[config.mk]
export PLATFORM = sky130hd
export DESIGN_NAME = bpm_band_scheduler
export DESIGN_NICKNAME = d
export VERILOG_FILES = /design/src/rtl/bpm_band_scheduler.sv
export SDC_FILE = /design/constraint.sdc
export NUM_CORES = 1
export LEC_CHECK = 0
export CAP_MARGIN = 20
export CORE_MARGIN = 3
export CORE_UTILIZATION = 50
export CTS_CLUSTER_DIAMETER = 80
export CTS_CLUSTER_SIZE = 20
export DETAILED_ROUTE_END_ITERATION = 8
export PLACE_DENSITY = 0.86
export SYNTH_ARGS = -nofsm -noshare
export SYNTH_HDL_FRONTEND = slang
export SYNTH_SLANG_ARGS = --single-unit
[constraint.sdc]
create_clock -name clk -period 3.1 [get_ports clk]
set_clock_uncertainty 0.1 [all_clocks]
set_input_delay 0.93 -clock clk [delete_from_list [all_inputs] [get_ports clk]]
set_output_delay 0.93 -clock clk [all_outputs]
set_load 0.01 [all_outputs]
[src/rtl/bpm_band_scheduler.sv]
// Shares one autocorrelation engine across the low/mid/high flux bands and
// combines the per-band BPMs into a weighted estimate. Optional: BPM_RANGE_CLAMP_EN.
//
// state   | meaning
// IDLE    | no round active; waiting for a triple
// ISSUE   | eng_req high for the current band
// WAIT    | request accepted; waiting for eng_done or timeout
// COMBINE | weighted sum of the band BPMs is registered
module bpm_band_scheduler #(
    parameter int FW      = 74,
    parameter int W_LOW   = 2,
    parameter int W_MID   = 1,
    parameter int W_HIGH  = 2,
    parameter int SHIFT   = 2,
    parameter int TIMEOUT = 4096,
    parameter int MIN_BPM = 60,
    parameter int MAX_BPM = 200
) (
    input  logic          clk,
    input  logic          reset,
    input  logic          flux_valid,
    input  logic [FW-1:0] flux_low,
    input  logic [FW-1:0] flux_mid,
    input  logic [FW-1:0] flux_high,
    output logic          eng_req,
    input  logic          eng_ready,
    output logic [1:0]    eng_band,
    output logic [FW-1:0] eng_flux,
    input  logic          eng_done,
    input  logic [15:0]   eng_bpm,
    output logic [15:0]   bpm_low,
    output logic [15:0]   bpm_mid,
    output logic [15:0]   bpm_high,
    output logic [15:0]   final_BPM_estimate,
    output logic          bpm_valid,
    output logic          timeout_err,
    output logic [7:0]    overrun_cnt
);
    typedef enum logic [1:0] {IDLE, ISSUE, WAIT, COMBINE} state_t;

    localparam int CW = $clog2(TIMEOUT + 1);
    localparam int SW = 26;

    state_t        state;
    logic [1:0]    band;
    logic [CW-1:0] wait_cnt;
    logic [FW-1:0] act_low, act_mid, act_high;
    logic [FW-1:0] pend_low, pend_mid, pend_high;
    logic          pend_valid;
    logic          consume, to_pend;
    logic [SW-1:0] sum, shifted;
    logic [15:0]   sat_bpm, wr_bpm;

    function automatic logic [15:0] clamp_bpm(input logic [15:0] v);
        if (v < 16'(MIN_BPM))      return 16'(MIN_BPM);
        else if (v > 16'(MAX_BPM)) return 16'(MAX_BPM);
        else                       return v;
    endfunction

    assign eng_req  = (state == ISSUE);
    assign eng_band = band;

    always_comb begin
        eng_flux = act_high;
        case (band)
            2'd0:    eng_flux = act_low;
            2'd1:    eng_flux = act_mid;
            default: eng_flux = act_high;
        endcase
    end

    always_comb begin
        sum     = SW'(bpm_low) * SW'(W_LOW) + SW'(bpm_mid) * SW'(W_MID)
                + SW'(bpm_high) * SW'(W_HIGH);
        shifted = sum >> SHIFT;
        sat_bpm = (|shifted[SW-1:16]) ? 16'hFFFF : shifted[15:0];
`ifdef BPM_RANGE_CLAMP_EN
        wr_bpm  = clamp_bpm(eng_bpm);
`else
        wr_bpm  = eng_bpm;
`endif
    end

    // Pending is drained whenever a new round can start from it this cycle.
    assign consume = pend_valid && (state == IDLE || state == COMBINE);
    assign to_pend = flux_valid && (state != IDLE || pend_valid);

    always_ff @(posedge clk) begin
        if (reset) begin
            state              <= IDLE;
            band               <= 2'd0;
            wait_cnt           <= '0;
            act_low            <= '0;
            act_mid            <= '0;
            act_high           <= '0;
            pend_low           <= '0;
            pend_mid           <= '0;
            pend_high          <= '0;
            pend_valid         <= 1'b0;
            bpm_low            <= '0;
            bpm_mid            <= '0;
            bpm_high           <= '0;
            final_BPM_estimate <= '0;
            bpm_valid          <= 1'b0;
            timeout_err        <= 1'b0;
            overrun_cnt        <= '0;
        end else begin
            bpm_valid   <= 1'b0;
            timeout_err <= 1'b0;

            if (to_pend) begin
                pend_low   <= flux_low;
                pend_mid   <= flux_mid;
                pend_high  <= flux_high;
                pend_valid <= 1'b1;
                if (pend_valid && !consume && overrun_cnt != 8'hFF)
                    overrun_cnt <= overrun_cnt + 8'd1;
            end else if (consume) begin
                pend_valid <= 1'b0;
            end

            case (state)
                IDLE: begin
                    if (pend_valid) begin
                        act_low  <= pend_low;
                        act_mid  <= pend_mid;
                        act_high <= pend_high;
                        band     <= 2'd0;
                        state    <= ISSUE;
                    end else if (flux_valid) begin
                        act_low  <= flux_low;
                        act_mid  <= flux_mid;
                        act_high <= flux_high;
                        band     <= 2'd0;
                        state    <= ISSUE;
                    end
                end
                ISSUE: begin
                    if (eng_ready) begin
                        wait_cnt <= CW'(TIMEOUT - 1);
                        state    <= WAIT;
                    end
                end
                WAIT: begin
                    // A done in the terminal-count cycle takes precedence over the abort.
                    if (eng_done || wait_cnt == '0) begin
                        if (eng_done) begin
                            case (band)
                                2'd0:    bpm_low  <= wr_bpm;
                                2'd1:    bpm_mid  <= wr_bpm;
                                default: bpm_high <= wr_bpm;
                            endcase
                        end else begin
                            timeout_err <= 1'b1;
                        end
                        if (band == 2'd2) begin
                            state <= COMBINE;
                        end else begin
                            band  <= band + 2'd1;
                            state <= ISSUE;
                        end
                    end else begin
                        wait_cnt <= wait_cnt - CW'(1);
                    end
                end
                COMBINE: begin
                    final_BPM_estimate <= sat_bpm;
                    bpm_valid          <= 1'b1;
                    if (pend_valid) begin
                        act_low  <= pend_low;
                        act_mid  <= pend_mid;
                        act_high <= pend_high;
                        band     <= 2'd0;
                        state    <= ISSUE;
                    end else begin
                        state <= IDLE;
                    end
                end
                default: state <= IDLE;
            endcase
        end
    end
endmodule

==> impl_metrics.env <==
export IMPL_required_ps=2070
export IMPL_min_period_over_period=1.01
export IMPL_worstSetupPathType="flip-flop to output pin"
export IMPL_tightest_slew_ps=779
export IMPL_internal_power_uw=14700
export IMPL_die_area_um2=48200
export IMPL_root_buffer="clkbuf_16"
export IMPL_htree_levels=2
export IMPL_max_freq_ghz=0.318
export IMPL_synth_cells=3011
export IMPL_maxCapViolations=0
export IMPL_combPwrFrac=0.383
export IMPL_yosysWarningCount=0
export IMPL_crit_arrival_ps=2110
export IMPL_busiest_layer="met2"
export IMPL_ios=394
export IMPL_core_area_um2=44600
export IMPL_chipWidth_um=220
export IMPL_hold_viol=0
export IMPL_p_switching_uw=9260
export IMPL_yosysUniqueCellTypes=49
export IMPL_gr_total_overflow=0
export IMPL_design_area_um2=29300
export IMPL_num_rows=77
export IMPL_grt_use_met3=0.0637
export IMPL_use_met2=0.466
export IMPL_synthArstFlopShare=0
export IMPL_hp_class="flip-flop to flip-flop"
export IMPL_hold_buffers=0
export IMPL_power_share_clock=0.203
export IMPL_area_delta_synth_final_pct=28.7
export IMPL_min_period_ps=3140
export IMPL_drt_pass1_iterations=7
export IMPL_violations="setup timing"
export IMPL_setup_slack_ps=-41.6
export IMPL_path_max_fanout=6
export IMPL_numCtsBuffers=36
export IMPL_drc=0
export IMPL_clockBufferDepth=3
export IMPL_routed_via_density=5.74
export IMPL_grt_setup_unrepaired="yes"
export IMPL_dieHeight_um=220
export IMPL_avgRoutedWirePerCell_um=18.4
export IMPL_grt_pass1_vias=20600
export IMPL_synthFlopType="dfxtp_1"
export IMPL_grt_usage=0.284
export IMPL_drive_gt1_frac=0.101
export IMPL_routed_wl_um=71900
export IMPL_yosysSeqAreaShare=0.471
export IMPL_clock_latency_ps=570
export IMPL_dp_cells=3814
export IMPL_swShare=0.386
export IMPL_stdcell_count=3907
export IMPL_p_seq_frac=0.414
export IMPL_finalSetupViolations=8
export IMPL_dpl_instance_area_um2=27500
export IMPL_total_power_uw=24000
export IMPL_fill_cells=3578
export IMPL_grt_max_degree=106
export IMPL_avgSynthCellArea_um2=7.57
export IMPL_end_kind="output pin"
export IMPL_peakVddDrop_v=0.000586
export IMPL_synth_nets=3297
export IMPL_relSlewSlack=0.481
export IMPL_status="finished, violations left"
export IMPL_synth_area_um2=22800
export IMPL_maxSlewViolCount=0
export IMPL_start_kind="flip-flop"
export IMPL_start_util=0.511
export IMPL_setup_tns_ps=-98.5
export IMPL_synth_edf_count=0
export IMPL_vias=22400
export IMPL_power_density_nw_per_um2=818
export IMPL_leakagePower_uw=0.0112
export IMPL_cts_tree="yes"
export IMPL_synth_seq_cells=536
export IMPL_grt_pass1_wl_um=111000
export IMPL_gp_congestion=0.872
export IMPL_hpwlAfterDp_um=44700
export IMPL_ant_nets=0
export IMPL_grtUsageMet1=0.366
export IMPL_cts_sinks=536
export IMPL_portBuffers=393
export IMPL_drtIter0Drc=2505
export IMPL_num_nets_final=3583
export IMPL_grt_antenna_before_repair=11
export IMPL_clkTransAtPathRegs_ps=90
cell usage after synthesis (all sizes together) (3+ instances only):
master  count  area (µm²)
nand2b      8        50.1
or4         5        45.0
a22oi      74         556
clkbuf    237         890
nor2      271        1020
xor2       14         123
xnor2      13         114
inv        16        60.1
a311oi    223        1950
dfxtp     536       10700
fa         15         300
a21oi     298        1500
and3        5        31.3
ha         28         350
o311ai      3        26.3
nor2b       4        25.0
a211oi     16         120
nand2    1158        4350
nand3      11        55.1
nand3b      3        22.5
buf         7        26.3
nor3       13        65.1
a21o        7        52.6
nor4b       3        41.3
o21ai      16        80.1
worst max-delay path, stage by stage, from the launching register on:
cell	delay (ps)
dfxtp_2	360
inv_4	50
ha_4	200
nor2_4	150
buf_12	140
buf_6	140
buf_16	140
buf_12	120
nand2_2	40
nand2_1	60
buf_2	120
layout by cell type, fill, tap and decap left out, types with 3 or more instances in the layout:
| cell type | n |
|---|---|
| nand2b_1 | 8 |
| buf_16 | 5 |
| buf_6 | 15 |
| o311ai_0 | 3 |
| nand2_2 | 43 |
| nor3_1 | 13 |
| clkbuf_2 | 23 |
| nor2_1 | 267 |
| buf_4 | 36 |
| o21ai_0 | 16 |
| nand3b_1 | 3 |
| or4_1 | 3 |
| a211oi_1 | 16 |
| nand3_1 | 11 |
| clkinv_8 | 4 |
| nand2_4 | 8 |
| dfxtp_1 | 534 |
| diode_2 | 7 |
| a22oi_2 | 41 |
| nor2b_1 | 4 |
| xnor2_1 | 13 |
| clkbuf_16 | 39 |
| a21oi_1 | 296 |
| buf_2 | 42 |
| nor2_4 | 3 |
| a311oi_1 | 223 |
| ha_1 | 25 |
| buf_12 | 48 |
| inv_1 | 14 |
| and3_1 | 5 |
| fa_1 | 15 |
| clkdlybuf4s50_1 | 318 |
| nand2_1 | 1107 |
| xor2_1 | 14 |
| a22oi_1 | 33 |
| a21o_1 | 7 |
cell families after synthesis:
family,Yosys count,synth area share
simple gates,1491,0.253
fa+ha+maj,43,0.0285
xor+xnor,27,0.0104
flops,536,0.471
compound gates,652,0.193
mux,2,0.00110
buf+inv,260,0.0428
registers in the layout, summed over array words and instances, names as in the netlist:
| name | cells |
|---|---|
| act_high | 74 |
| act_low | 74 |
| act_mid | 74 |
| bpm_high | 16 |
| bpm_low | 16 |
| bpm_mid | 16 |
| bpm_valid | 1 |
| eng_band | 2 |
| final_BPM_estimate | 16 |
| overrun_cnt | 8 |
| pend_high | 74 |
| pend_low | 74 |
| pend_mid | 74 |
| pend_valid | 1 |
| state | 2 |
| timeout_err | 1 |
| wait_cnt | 13 |
what timing repair did:
item	4_1_cts	5_1_grt
setup buffers	29	8
pin swaps	23	10
endpoints found under the setup margin	74	78
gates resized for setup	321	110
gates cloned	8	3
power groups by stage:
stage               sequential (µW)  combinational (µW)  clock, µW
detailed placement             9930                8940          0
CTS                            9870                9070       4950
floorplan                      9570                5690          0
finish                         9930                9190       4880
global placement               9890                8790          0
global route                  10100               10100       5180
per-stage QoR:
stage          setup slack (ps)  utilization  hold WS [ps]
3_5_place_dp               88.2        0.616           347
2_1_floorplan               278            -           337
4_1_cts                    -154        0.657           356
5_1_grt                    -106        0.658           370
3_3_place_gp                133        0.616           341
6_report                  -41.6        0.658           355
final timing paths:
| path | startpoint | end | slack (ps) | depth (start not counted) |
|---|---|---|---|---|
| worst min-delay path | pend_mid[18]$_SDFFE_PP0P_ | pend_mid[18]$_SDFFE_PP0P_ | 360 | 2 |
| worst max register to register | bpm_low[1]$_SDFFE_PP0P_ | final_BPM_estimate[14]$_SDFFE_PP0P_ | 190 | 9 |
| worst min register to register | pend_mid[18]$_SDFFE_PP0P_ | pend_mid[18]$_SDFFE_PP0P_ | 360 | 2 |
| worst max-delay path | eng_band[1]$_SDFFE_PP0P_ | eng_flux[60] | -40 | 10 |
area by class of cell:
type | count | area (µm²) | area share
Multi-Input combinational cell | 2215 | 11500 | 0.393
Sequential cell | 536 | 10700 | 0.366
Timing Repair Buffer | 492 | 5150 | 0.176
Clock buffer | 38 | 918 | 0.0313
Tap cell | 592 | 741 | 0.0252
Clock inverter | 11 | 178 | 0.00606
Inverter | 16 | 65.1 | 0.00222
Antenna cell | 7 | 17.5 | 0.000597
per-layer routing:
layer	routed length (µm)	share of wire	up-vias
met3	5950	0.083	181
met5	76	0.0011	-
met1	29000	0.40	10600
met4	2830	0.039	10
met2	34100	0.47	903
li1	-	-	10700
Note: power is estimated with default switching activity, not from simulation.
